## src/rtl/rv32_pipeline_pkg.sv

```systemverilog
// Shared pipeline definitions for the RV32 core: LSU state and fault encodings,
// plus the RV32I load/store funct3 width/sign codes.
package rv32_pipeline_pkg;

    // Load/store unit bus sequencing states
    typedef enum logic [1:0] {
        IDLE = 2'd0,
        REQ  = 2'd1,
        WAIT = 2'd2,
        DONE = 2'd3
    } lsu_state_t;

    // Fault cause reported alongside the one-cycle lsu_fault pulse
    typedef enum logic [1:0] {
        FAULT_NONE       = 2'd0,
        FAULT_MISALIGNED = 2'd1,
        FAULT_ILLEGAL    = 2'd2,
        FAULT_TIMEOUT    = 2'd3
    } lsu_fault_t;

    // RV32I funct3 codes for loads
    localparam logic [2:0] LSU_LB  = 3'b000;
    localparam logic [2:0] LSU_LH  = 3'b001;
    localparam logic [2:0] LSU_LW  = 3'b010;
    localparam logic [2:0] LSU_LBU = 3'b100;
    localparam logic [2:0] LSU_LHU = 3'b101;

    // RV32I funct3 codes for stores
    localparam logic [2:0] LSU_SB  = 3'b000;
    localparam logic [2:0] LSU_SH  = 3'b001;
    localparam logic [2:0] LSU_SW  = 3'b010;

endpackage

```

## src/rtl/rv32_lsu_align.sv

```systemverilog
// Combinational lane logic for the LSU: byte enables and lane-replicated store
// data for the outgoing request, access legality checks, and extraction plus
// sign/zero extension of the returned load word.
module rv32_lsu_align (
    input  logic        is_load,
    input  logic        is_store,
    input  logic [2:0]  funct3,
    input  logic [1:0]  lane,
    input  logic [31:0] wdata,
    output logic [3:0]  be,
    output logic [31:0] wdata_rep,
    output logic        misaligned,
    output logic        illegal,
    input  logic [2:0]  ld_funct3,
    input  logic [1:0]  ld_lane,
    input  logic [31:0] rdata,
    output logic [31:0] ld_data
);
    import rv32_pipeline_pkg::*;

    logic        load_ok;
    logic        store_ok;
    logic [31:0] shifted;

    // Legality: one direction only, a defined width code, natural alignment
    always_comb begin
        load_ok    = funct3 inside {LSU_LB, LSU_LH, LSU_LW, LSU_LBU, LSU_LHU};
        store_ok   = funct3 inside {LSU_SB, LSU_SH, LSU_SW};
        illegal    = (is_load && is_store) || (is_load && !load_ok) || (is_store && !store_ok);
        misaligned = ((funct3[1:0] == 2'b10) && (lane != 2'b00)) ||
                     ((funct3[1:0] == 2'b01) && lane[0]);
    end

    // Byte enables and store data replicated into every lane the width allows
    always_comb begin
        case (funct3[1:0])
            2'b00: begin
                be        = 4'b0001 << lane;
                wdata_rep = {4{wdata[7:0]}};
            end
            2'b01: begin
                be        = 4'b0011 << lane;
                wdata_rep = {2{wdata[15:0]}};
            end
            default: begin
                be        = 4'b1111;
                wdata_rep = wdata;
            end
        endcase
    end

    // Shift the addressed lane down to bit 0, then extend per the load type
    always_comb begin
        shifted = rdata >> {ld_lane, 3'b000};
        case (ld_funct3)
            LSU_LB:  ld_data = {{24{shifted[7]}}, shifted[7:0]};
            LSU_LH:  ld_data = {{16{shifted[15]}}, shifted[15:0]};
            LSU_LBU: ld_data = {24'd0, shifted[7:0]};
            LSU_LHU: ld_data = {16'd0, shifted[15:0]};
            default: ld_data = rdata;
        endcase
    end

endmodule

```

## config.mk

```make
export PLATFORM = sky130hd
export DESIGN_NAME = rv32_lsu_align
export DESIGN_NICKNAME = d
export VERILOG_FILES = /design/src/rtl/rv32_pipeline_pkg.sv /design/src/rtl/rv32_lsu_align.sv
export SDC_FILE = /design/constraint.sdc
export NUM_CORES = 1
export LEC_CHECK = 0
export BUFFER_PORTS_ARGS = -buffer_cell sky130_fd_sc_hd__buf_2
export CAP_MARGIN = 40
export CELL_PAD_IN_SITES_DETAIL_PLACEMENT = 0
export CELL_PAD_IN_SITES_GLOBAL_PLACEMENT = 2
export CORE_AREA = 2 2 80 113
export DETAILED_ROUTE_END_ITERATION = 12
export DIE_AREA = 0 0 82 115
export PLACE_DENSITY = 0.8
export SLEW_MARGIN = 5
export SYNTH_ARGS = -nofsm -noshare
export SYNTH_HDL_FRONTEND = slang
export SYNTH_SLANG_ARGS = --single-unit
```

## constraint.sdc

```tcl
create_clock -name vclk -period 2.7
set_clock_uncertainty 0.15 [all_clocks]
set_input_delay 0.54 -clock vclk [all_inputs]
set_output_delay 0.54 -clock vclk [all_outputs]
set_load 0.005 [all_outputs]
```

==> flow_summary.rst, run 1 <==
.. list-table::
   :header-rows: 1

   * - Metric
     - Value
   * - Finished Core Util
     - 0.239
   * - Sum of net half-perimeters after detailed placement
     - 4610 um
   * - Placed Area
     - 2010 um2
   * - Area Growth Syn to Fin
     - 73.7%
   * - Fin. Hold Viols
     - 0
   * - Cell types occupying the most area after synthesis
     - sky130_fd_sc_hd__mux2_2 (21%), sky130_fd_sc_hd__nand2_1 (20%), sky130_fd_sc_hd__mux2i_1 (9.5%), sky130_fd_sc_hd__o21ai_0 (9.1%), sky130_fd_sc_hd__buf_4 (5.2%)
   * - Drt total wl
     - 5200 um
   * - Setup Crit Path Kind
     - in -> out
   * - Syn avg cell area
     - 6.24 um2
   * - Worst EP required
     - 2.01 ns
   * - Area share of the leading cell type in the synthesized netlist
     - 0.215
   * - Hold Path Depth
     - 2
   * - LEAKAGE
     - 1.14 nW
   * - Max-slew violation total from the final report
     - 0
   * - Number of resized instances in the post-cts repair step
     - 0
   * - CTS hold repair buffers
     - 0
   * - Total area of multi-input combinational cells
     - between 1000 and 1500 um2
   * - Critical path buffer and inverter count
     - 3
   * - Worst supply voltage drop on vdd
     - 62.5 uV
   * - Nets
     - 400
   * - Worst hold slack across all endpoints
     - ~1.1 ns
   * - Sequential-to-total area share from yosys stat
     - 0
   * - Hold wc startpoint
     - wdata[6]
   * - Initial antenna violation count
     - 0
   * - Most common cell after layout, fill and taps aside
     - sky130_fd_sc_hd__buf_2
   * - Tightest Pin Transition
     - 0.352 ns
   * - N_diodes
     - 0
   * - Post-route standard cell area excluding fillers
     - 2010 um2
   * - Final setup violating endpoints
     - 0
   * - Peak Freq
     - between 0.3 and 0.4 GHz
   * - # placed instances
     - 427
   * - Remaining antenna violation count
     - 0
   * - Hold Path Class
     - in -> out
   * - CORE AREA
     - between 8000 and 9000 um2
   * - Global-route wire length before repair
     - 7660 um
   * - Worst hold path endpoint
     - wdata_rep[6]
   * - Capturing element type of the critical path
     - output port
   * - Highest-count cells in the layout ignoring fill and taps
     - sky130_fd_sc_hd__buf_2 (146), sky130_fd_sc_hd__nand2_1 (60), sky130_fd_sc_hd__mux2_2 (22)
   * - Largest delay share family, worst path
     - multiplexers
   * - Pin count of the biggest net entering global routing
     - 37
   * - IO Count
     - approximately 150
   * - Setup repair after global routing missed its margin
     - no
   * - Cell count after synthesis
     - 185
   * - Top cell by count, worst path
     - sky130_fd_sc_hd__buf_2
   * - Final period demand of the worst path
     - 2.56 ns
   * - Headroom to the max-slew limit
     - 0.765
   * - Detailed Routing Iterations Pass 1
     - 4
   * - Syn. warnings
     - 0
   * - Setup WS post-layout
     - 0.137 ns
   * - Critical-path cell list
     - buf_2 -> mux4_2 -> and3_4 -> a31oi_4 -> buf_12 -> nand2_1 -> buf_2
   * - CP max stage cell
     - sky130_fd_sc_hd__mux4_2
   * - Initial core utilization
     - 0.137
   * - Remaining routing DRC violations
     - 0
   * - Total via count in the routed design
     - 1864
   * - Drt initial violations
     - 45
   * - Area of the die
     - ~9400 um2
   * - Port-buffer cells
     - 146
   * - FF+latch count
     - 0
   * - Layout cells sized above 1
     - 0.578
   * - Routability congestion estimate
     - roughly 0.86
   * - Final sum of negative setup slack
     - 0 ns
   * - # fillers
     - 961
   * - Placement row count
     - 40
   * - Critical path launch point type
     - input port
   * - Longest individual stage delay on the worst path
     - about 0.53 ns
   * - Largest fanout of any net on the critical path
     - 16
   * - Grt ovf
     - 0
   * - Cell type with the largest total area after synthesis
     - sky130_fd_sc_hd__mux2_2
   * - Sequential cell area
     - 0 um2
   * - Synth Net Count
     - 261
   * - MaxCap Viol Count
     - 0
   * - Share of the clock period used by the worst path after layout
     - 0.949
   * - Count of unique library cells instantiated by Yosys
     - 26
   * - Vertical extent of the die
     - 115 um
   * - Final cell count without fillers
     - 427
   * - Overall global routing resource usage
     - 0.0989
   * - DP Worst Slack
     - 0.128 ns
   * - Drt via density
     - 4.37
   * - Design Power
     - 0.348 mW
   * - Number of clock-tree buffers in the layout
     - 0
   * - Post-synth design cell area
     - 1150 um2
   * - Width of the die
     - 82 um
   * - WL per Instance
     - 12.2 um
   * - Outcome
     - finished clean
   * - Arrival time of data at the critical path endpoint
     - 1.87 ns
   * - Ratio of total power to cell area
     - 173 nW/um2
   * - Via count of the first global-routing pass
     - 1666
   * - Number of post-CTS setup repair buffers
     - 0
per-layer routing:
metal | track usage | routed length [um] | vias to the layer above
li1 | - | - | 922
met1 | 0.0901 | 1800 | 794
met2 | 0.226 | 2700 | 148
met3 | 0.0133 | 701 | 0
met4 | 0 | 0 | 0
met5 | 0 | 0 | -
power breakdown:
| group | internal, mW | switching, mW | leakage [nW] |
|---|---|---|---|
| Sequential | 0 | 0 | 0 |
| Combinational | 0.180 | 0.167 | 1.14 |
| Clock | 0 | 0 | 0 |
| Total | 0.180 | 0.167 | 1.14 |
synth_stat cells, types with 2 or more instances:
| library cell | count |
|---|---|
| sky130_fd_sc_hd__nand2_1 | 60 |
| sky130_fd_sc_hd__nor2_1 | 7 |
| sky130_fd_sc_hd__inv_1 | 4 |
| sky130_fd_sc_hd__o21ai_0 | 21 |
| sky130_fd_sc_hd__nor2b_1 | 2 |
| sky130_fd_sc_hd__a211oi_1 | 2 |
| sky130_fd_sc_hd__o21bai_1 | 2 |
| sky130_fd_sc_hd__a22oi_1 | 5 |
| sky130_fd_sc_hd__a21oi_1 | 6 |
| sky130_fd_sc_hd__a221oi_1 | 5 |
| sky130_fd_sc_hd__buf_4 | 8 |
| sky130_fd_sc_hd__mux2_2 | 22 |
| sky130_fd_sc_hd__clkbuf_1 | 12 |
| sky130_fd_sc_hd__o31ai_1 | 6 |
| sky130_fd_sc_hd__or2_2 | 2 |
| sky130_fd_sc_hd__mux2i_1 | 11 |
layout make-up:
type                            count  area share
Inverter                            4     0.00749
Multi-Input combinational cell    159       0.508
Timing Repair Buffer              159       0.419
Tap cell                          105      0.0655
kinds of logic (layout without fill, tap and decap cells):
| kind of cell | count (synthesis) | count (layout) | synth area share |
|---|---|---|---|
| buffers and inverters | 26 | 163 | 0.118 |
| multiplexers | 34 | 34 | 0.329 |
| AO/OA/AOI/OAI | 50 | 50 | 0.286 |
| AND/OR/NAND/NOR | 75 | 75 | 0.267 |
worst max path at each step:
stage | cells past startpoint | end | slack, ns | from
2_1_floorplan | 5 | ld_data[17] | 0.35 | ld_lane[1]
3_3_place_gp | 7 | ld_data[20] | 0.16 | ld_lane[1]
3_5_place_dp | 7 | ld_data[23] | 0.13 | ld_lane[1]
4_1_cts | 7 | ld_data[23] | 0.13 | ld_lane[1]
5_1_grt | 6 | ld_data[15] | 0.05 | ld_lane[1]
6_report | 7 | ld_data[23] | 0.14 | ld_lane[1]
Note: power is estimated with default switching activity, not from simulation.
==> inputs of run 2 (changes only) <==
==> constraint.sdc (replaced) <==
create_clock -name vclk -period 2.7
set_clock_uncertainty 0.15 [all_clocks]
set_input_delay 0.27 -clock vclk [all_inputs]
set_output_delay 0.27 -clock vclk [all_outputs]
set_load 0.005 [all_outputs]
==> flow_summary.rst, run 2 (synthesis gave the netlist of run 1 again) <==
.. list-table::
   :header-rows: 1

   * - Metric
     - Value
   * - Outcome
     - finished clean
   * - CP max stage cell
     - sky130_fd_sc_hd__mux4_2
   * - Sequential cell area
     - 0 um2
   * - Post-route standard cell area excluding fillers
     - ~1900 um2
   * - Hold Path Class
     - in -> out
   * - Drt total wl
     - 4900 um
   * - Critical-path cell list
     - buf_2 -> mux4_2 -> and3_4 -> a31oi_4 -> nand2_1 -> buf_2
   * - Post-route met1 wirelength
     - 1670 um
   * - Setup Crit Path Kind
     - in -> out
   * - Total via count in the routed design
     - 1793
   * - Drt initial violations
     - 18
   * - WL per Instance
     - 11.7 um
   * - Largest fanout of any net on the critical path
     - 16
   * - Worst supply voltage drop on vdd
     - 49.0 uV
   * - Remaining antenna violation count
     - 0
   * - LEAKAGE
     - about 1.1 nW
   * - Capturing element type of the critical path
     - output port
   * - Pin count of the biggest net entering global routing
     - 33
   * - FF+latch count
     - 0
   * - Top cell by count, worst path
     - sky130_fd_sc_hd__buf_2
   * - Number of resized instances in the post-cts repair step
     - 0
   * - # placed instances
     - 419
   * - Tightest Pin Transition
     - 0.646 ns
   * - Remaining routing DRC violations
     - 0
   * - Critical path buffer and inverter count
     - 2
   * - CORE AREA
     - 8410 um2
   * - CTS hold repair buffers
     - 0
   * - Design Power
     - around 0.33 mW
   * - Highest-count cells in the layout ignoring fill and taps
     - sky130_fd_sc_hd__buf_2 (146), sky130_fd_sc_hd__nand2_1 (60), sky130_fd_sc_hd__mux2_2 (22)
   * - Met3 WL post-DR
     - between 600 and 700 um
   * - Final cell count without fillers
     - 419
   * - Most common cell after layout, fill and taps aside
     - sky130_fd_sc_hd__buf_2
   * - Met2 WL post-DR
     - 2590 um
   * - Area Growth Syn to Fin
     - 67.4%
   * - Initial antenna violation count
     - 0
   * - Headroom to the max-slew limit
     - 0.569
   * - Layout cells sized above 1
     - 0.567
   * - Overall global routing resource usage
     - 0.0919
   * - Global-route wire length before repair
     - 7170 um
   * - Final setup violating endpoints
     - 0
   * - Share of the clock period used by the worst path after layout
     - 0.874
   * - Top layer in use
     - met3
   * - N_diodes
     - 0
   * - Drt via density
     - 4.28
   * - Routability congestion estimate
     - 0.810
   * - Total area of multi-input combinational cells
     - 1020 um2
   * - Peak Freq
     - about 0.42 GHz
   * - Placement row count
     - 40
   * - Final period demand of the worst path
     - 2.36 ns
   * - Final sum of negative setup slack
     - 0 ns
   * - Number of post-CTS setup repair buffers
     - 0
   * - Detailed Routing Iterations Pass 1
     - 4
   * - Area of the die
     - 9430 um2
   * - Worst EP required
     - 2.28 ns
   * - Longest individual stage delay on the worst path
     - 0.59 ns
   * - Fin. Hold Viols
     - 0
   * - # fillers
     - 968
   * - Start point of the critical path
     - ld_lane[1]
   * - Setup repair after global routing missed its margin
     - no
   * - IO Count
     - 146
   * - Initial core utilization
     - 0.137
   * - Nets
     - 392
   * - Critical path launch point type
     - input port
   * - Via count of the first global-routing pass
     - 1578
   * - Sum of net half-perimeters after detailed placement
     - 4370 um
   * - Ratio of total power to cell area
     - 171 nW/um2
   * - Port-buffer cells
     - 146
   * - Max-slew violation total from the final report
     - 0
   * - Arrival time of data at the critical path endpoint
     - 1.94 ns
   * - Largest delay share family, worst path
     - multiplexers
   * - Vertical extent of the die
     - about 120 um
   * - Hold wc startpoint
     - wdata[1]
   * - Width of the die
     - 82 um
   * - Placed Area
     - around 1900 um2
   * - MaxCap Viol Count
     - 0
   * - Number of clock-tree buffers in the layout
     - 0
   * - Grt ovf
     - 0
[run 2: cell types whose count changed in the layout (fill, tap and decap cells not counted), sizes merged]
cell,before,now
buf,159,151
[run 2: path summary, 6_finish.rpt]
check / endpoint / slack [ns] / depth (start not counted)
hold / removal: wdata_rep[1] / 0.60 / 2
setup / recovery: ld_data[21] / 0.34 / 6
[run 2: metal layers]
metal,up-vias,global-route usage
li1,908,-
met1,736,0.0844
met2,149,0.213
met3,0,0.00706
met4,0,0
met5,-,0
[run 2: area by class of cell]
class                           instances  area share
Timing Repair Buffer                  151       0.397
Tap cell                              105      0.0680
Multi-Input combinational cell        159       0.527
Inverter                                4     0.00777
[run 2: metrics by stage]
step,utilization,setup WS (ns),hold slack (ns)
2_1_floorplan,-,0.890,0.455
3_3_place_gp,0.230,0.397,0.599
3_5_place_dp,0.230,0.345,0.598
4_1_cts,0.230,0.343,0.599
5_1_grt,0.230,0.208,0.605
6_report,0.230,0.340,0.598
[run 2: report_power, final]
part | internal (mW) | total (mW) | switching, mW | leakage [nW]
logic | 0.169 | 0.331 | 0.162 | 1.10
registers | 0 | 0 | 0 | 0
clock network | 0 | 0 | 0 | 0
==> inputs of run 3 (changes only) <==
--- a/config.mk
+++ b/config.mk
@@ -5,13 +5,14 @@
 export SDC_FILE = /design/constraint.sdc
 export NUM_CORES = 1
 export LEC_CHECK = 0
+export ABC_AREA = 1
 export BUFFER_PORTS_ARGS = -buffer_cell sky130_fd_sc_hd__buf_2
 export CAP_MARGIN = 40
 export CELL_PAD_IN_SITES_DETAIL_PLACEMENT = 0
 export CELL_PAD_IN_SITES_GLOBAL_PLACEMENT = 2
-export CORE_AREA = 2 2 80 113
+export CORE_AREA = 2 2 87 123
 export DETAILED_ROUTE_END_ITERATION = 12
-export DIE_AREA = 0 0 82 115
+export DIE_AREA = 0 0 89 125
 export PLACE_DENSITY = 0.8
 export SLEW_MARGIN = 5
 export SYNTH_ARGS = -nofsm -noshare
==> flow_summary.rst, run 3 <==
.. list-table::
   :header-rows: 1

   * - Metric
     - Value
   * - FF+latch count
     - 0
   * - Arrival time of data at the critical path endpoint
     - 1.51 ns
   * - Most common cell after layout, fill and taps aside
     - sky130_fd_sc_hd__buf_2
   * - Clock group share of total power
     - 0
   * - Sequential cell area
     - 0 um2
   * - Grt ovf
     - 0
   * - Largest delay share family, worst path
     - simple AND/OR/NAND/NOR gates
   * - Area share of the leading cell type in the synthesized netlist
     - 0.344
   * - Number of resized instances in the post-cts repair step
     - 0
   * - CORE AREA
     - 10100 um2
   * - Worst EP required
     - ~2.3 ns
   * - Synth Net Count
     - ~380
   * - Port-buffer cells
     - 146
   * - Final sum of negative setup slack
     - 0 ns
   * - Largest fanout of any net on the critical path
     - 9
   * - Critical path launch point type
     - input port
   * - Peak Freq
     - 0.517 GHz
   * - Detailed Routing Iterations Pass 1
     - 4
   * - Overall global routing resource usage
     - 0.106
   * - Drt total wl
     - 6640 um
   * - Final period demand of the worst path
     - 1.93 ns
   * - Syn avg cell area
     - between 4 and 5 um2
   * - CTS hold repair buffers
     - 0
   * - LEAKAGE
     - 1.36 nW
   * - Nets
     - between 500 and 600
   * - Hold Path Class
     - in -> out
   * - Fin. Hold Viols
     - 0
   * - Remaining antenna violation count
     - 0
   * - Placement row count
     - 44
   * - Headroom to the max-slew limit
     - 0.571
   * - Cell count after synthesis
     - 303
   * - Post-synth design cell area
     - approximately 1500 um2
   * - Number of clock-tree buffers in the layout
     - 0
   * - Critical-path cell list
     - buf_2 -> clkinv_4 -> nand2_2 -> nor2_1 -> nand2_1 -> nand4_1 -> buf_2
   * - Tightest Pin Transition
     - 0.642 ns
   * - WL per Instance
     - 11.7 um
   * - Outcome
     - finished clean
   * - Routability congestion estimate
     - 0.881
   * - Switching portion of total power
     - 0.560
   * - Post-route standard cell area excluding fillers
     - 2240 um2
   * - Number of post-CTS setup repair buffers
     - 0
   * - Drt via density
     - 4.14
   * - N_diodes
     - 0
   * - Width of the die
     - 89 um
   * - Leading cell types by count after synthesis
     - sky130_fd_sc_hd__nand2_1 (135), sky130_fd_sc_hd__inv_1 (27), sky130_fd_sc_hd__nor2_1 (23)
   * - Highest-count cells in the layout ignoring fill and taps
     - sky130_fd_sc_hd__buf_2 (146), sky130_fd_sc_hd__nand2_1 (135), sky130_fd_sc_hd__inv_1 (27)
   * - NetSw
     - 0.208 mW
   * - Ratio of total power to cell area
     - 166 nW/um2
   * - Via count of the first global-routing pass
     - 2087
   * - Area Growth Syn to Fin
     - 52.5%
   * - IO Count
     - 146
   * - Capturing element type of the critical path
     - output port
   * - Syn. warnings
     - 0
   * - Total via count in the routed design
     - 2346
   * - Share of the clock period used by the worst path after layout
     - 0.716
   * - Global-route wire length before repair
     - between 9000 and 10000 um
   * - Top cell by count, worst path
     - sky130_fd_sc_hd__buf_2
   * - Sequential-to-total area share from yosys stat
     - 0
   * - Area of the die
     - about 11000 um2
   * - Critical path buffer and inverter count
     - 3
   * - Sum of net half-perimeters after detailed placement
     - 5650 um
   * - Drt initial violations
     - 47
   * - Count of unique library cells instantiated by Yosys
     - 27
   * - Remaining routing DRC violations
     - 0
   * - Internal power
     - between 0.15 and 0.2 mW
   * - Register share of total power
     - 0
   * - Worst supply voltage drop on vdd
     - 71.8 uV
   * - Initial antenna violation count
     - 0
   * - Fraction of power consumed by combinational cells
     - 1.000
   * - Cell types occupying the most area after synthesis
     - sky130_fd_sc_hd__nand2_1 (34%), sky130_fd_sc_hd__o211ai_1 (7.7%), sky130_fd_sc_hd__o21ai_0 (7.5%), sky130_fd_sc_hd__inv_1 (6.9%), sky130_fd_sc_hd__nand2_2 (6.4%)
   * - Most frequently used cell type in the post-synthesis netlist
     - sky130_fd_sc_hd__nand2_1
   * - Vertical extent of the die
     - 125 um
   * - Pin count of the biggest net entering global routing
     - 27
   * - Initial core utilization
     - 0.145
   * - Placed Area
     - 2240 um2
   * - Setup repair after global routing missed its margin
     - no
   * - CP max stage cell
     - sky130_fd_sc_hd__nor2_1
   * - Max-slew violation total from the final report
     - 0
   * - Layout cells sized above 1
     - 0.415
   * - Final setup violating endpoints
     - 0
   * - MaxCap Viol Count
     - 0
   * - Setup Crit Path Kind
     - in -> out
   * - Longest individual stage delay on the worst path
     - roughly 0.5 ns
   * - Cell type with the largest total area after synthesis
     - sky130_fd_sc_hd__nand2_1
## run 3: cell count changes in the layout (fill, tap and decap cells not counted), sizes merged, moves of 3 or more
cell / previous run / this run
a221oi: 5 / 0
o211ai: 0 / 15
mux2: 22 / 0
a21oi: 6 / 9
a22oi: 5 / 0
inv: 4 / 30
nand2: 60 / 151
nor2: 7 / 26
nand4: 0 / 8
mux2i: 11 / 0
o31ai: 6 / 1
nand3: 0 / 13
## run 3: power by group through the flow
stage,logic [mW],clock network (mW),registers [mW]
2_1_floorplan,0.202,0,0
3_3_place_gp,0.378,0,0
3_5_place_dp,0.377,0,0
4_1_cts,0.379,0,0
5_1_grt,0.420,0,0
6_report,0.372,0,0
## run 3: area by class of cell
| class | count | area [um2] |
|---|---|---|
| fill | 1240 | 7890 |
| inverter | 31 | 131 |
| multi-input combinational | 247 | 1170 |
| tap | 138 | 173 |
| timing repair buffer | 151 | 768 |
## run 3: worst paths after layout
kind,from,depth (start not counted),to,slack [ns]
min,wdata[3],2,wdata_rep[3],0.59
max,ld_funct3[1],7,ld_data[13],0.77
## run 3: routing by layer
layer / vias to the layer above / part of all wire / global-route usage
li1: 1213 / - / -
met1: 1012 / 0.39 / 0.111
met2: 119 / 0.53 / 0.224
met3: 2 / 0.081 / 0.00924
met4: 0 / 0.0032 / 0.00439
met5: - / 0 / 0
## run 3: logic make-up after synthesis
| group | Yosys count | share of synthesized area |
|---|---|---|
| and+or+nand+nor | 199 | 0.605 |
| AOI/OAI and AO/OA | 48 | 0.191 |
| buffers and inverters | 56 | 0.204 |
## run 3: stage by stage
stage	cells	setup slack, ns	utilization	power [mW]	hold WS, ns
final	567	0.767	0.221	0.372	0.588
after floorplan	303	1.22	-	0.202	0.460
after global routing	567	0.623	0.221	0.420	0.606
after global placement	567	0.792	0.221	0.378	0.592
after CTS	567	0.779	0.221	0.379	0.590
after detailed placement	567	0.778	0.221	0.377	0.590
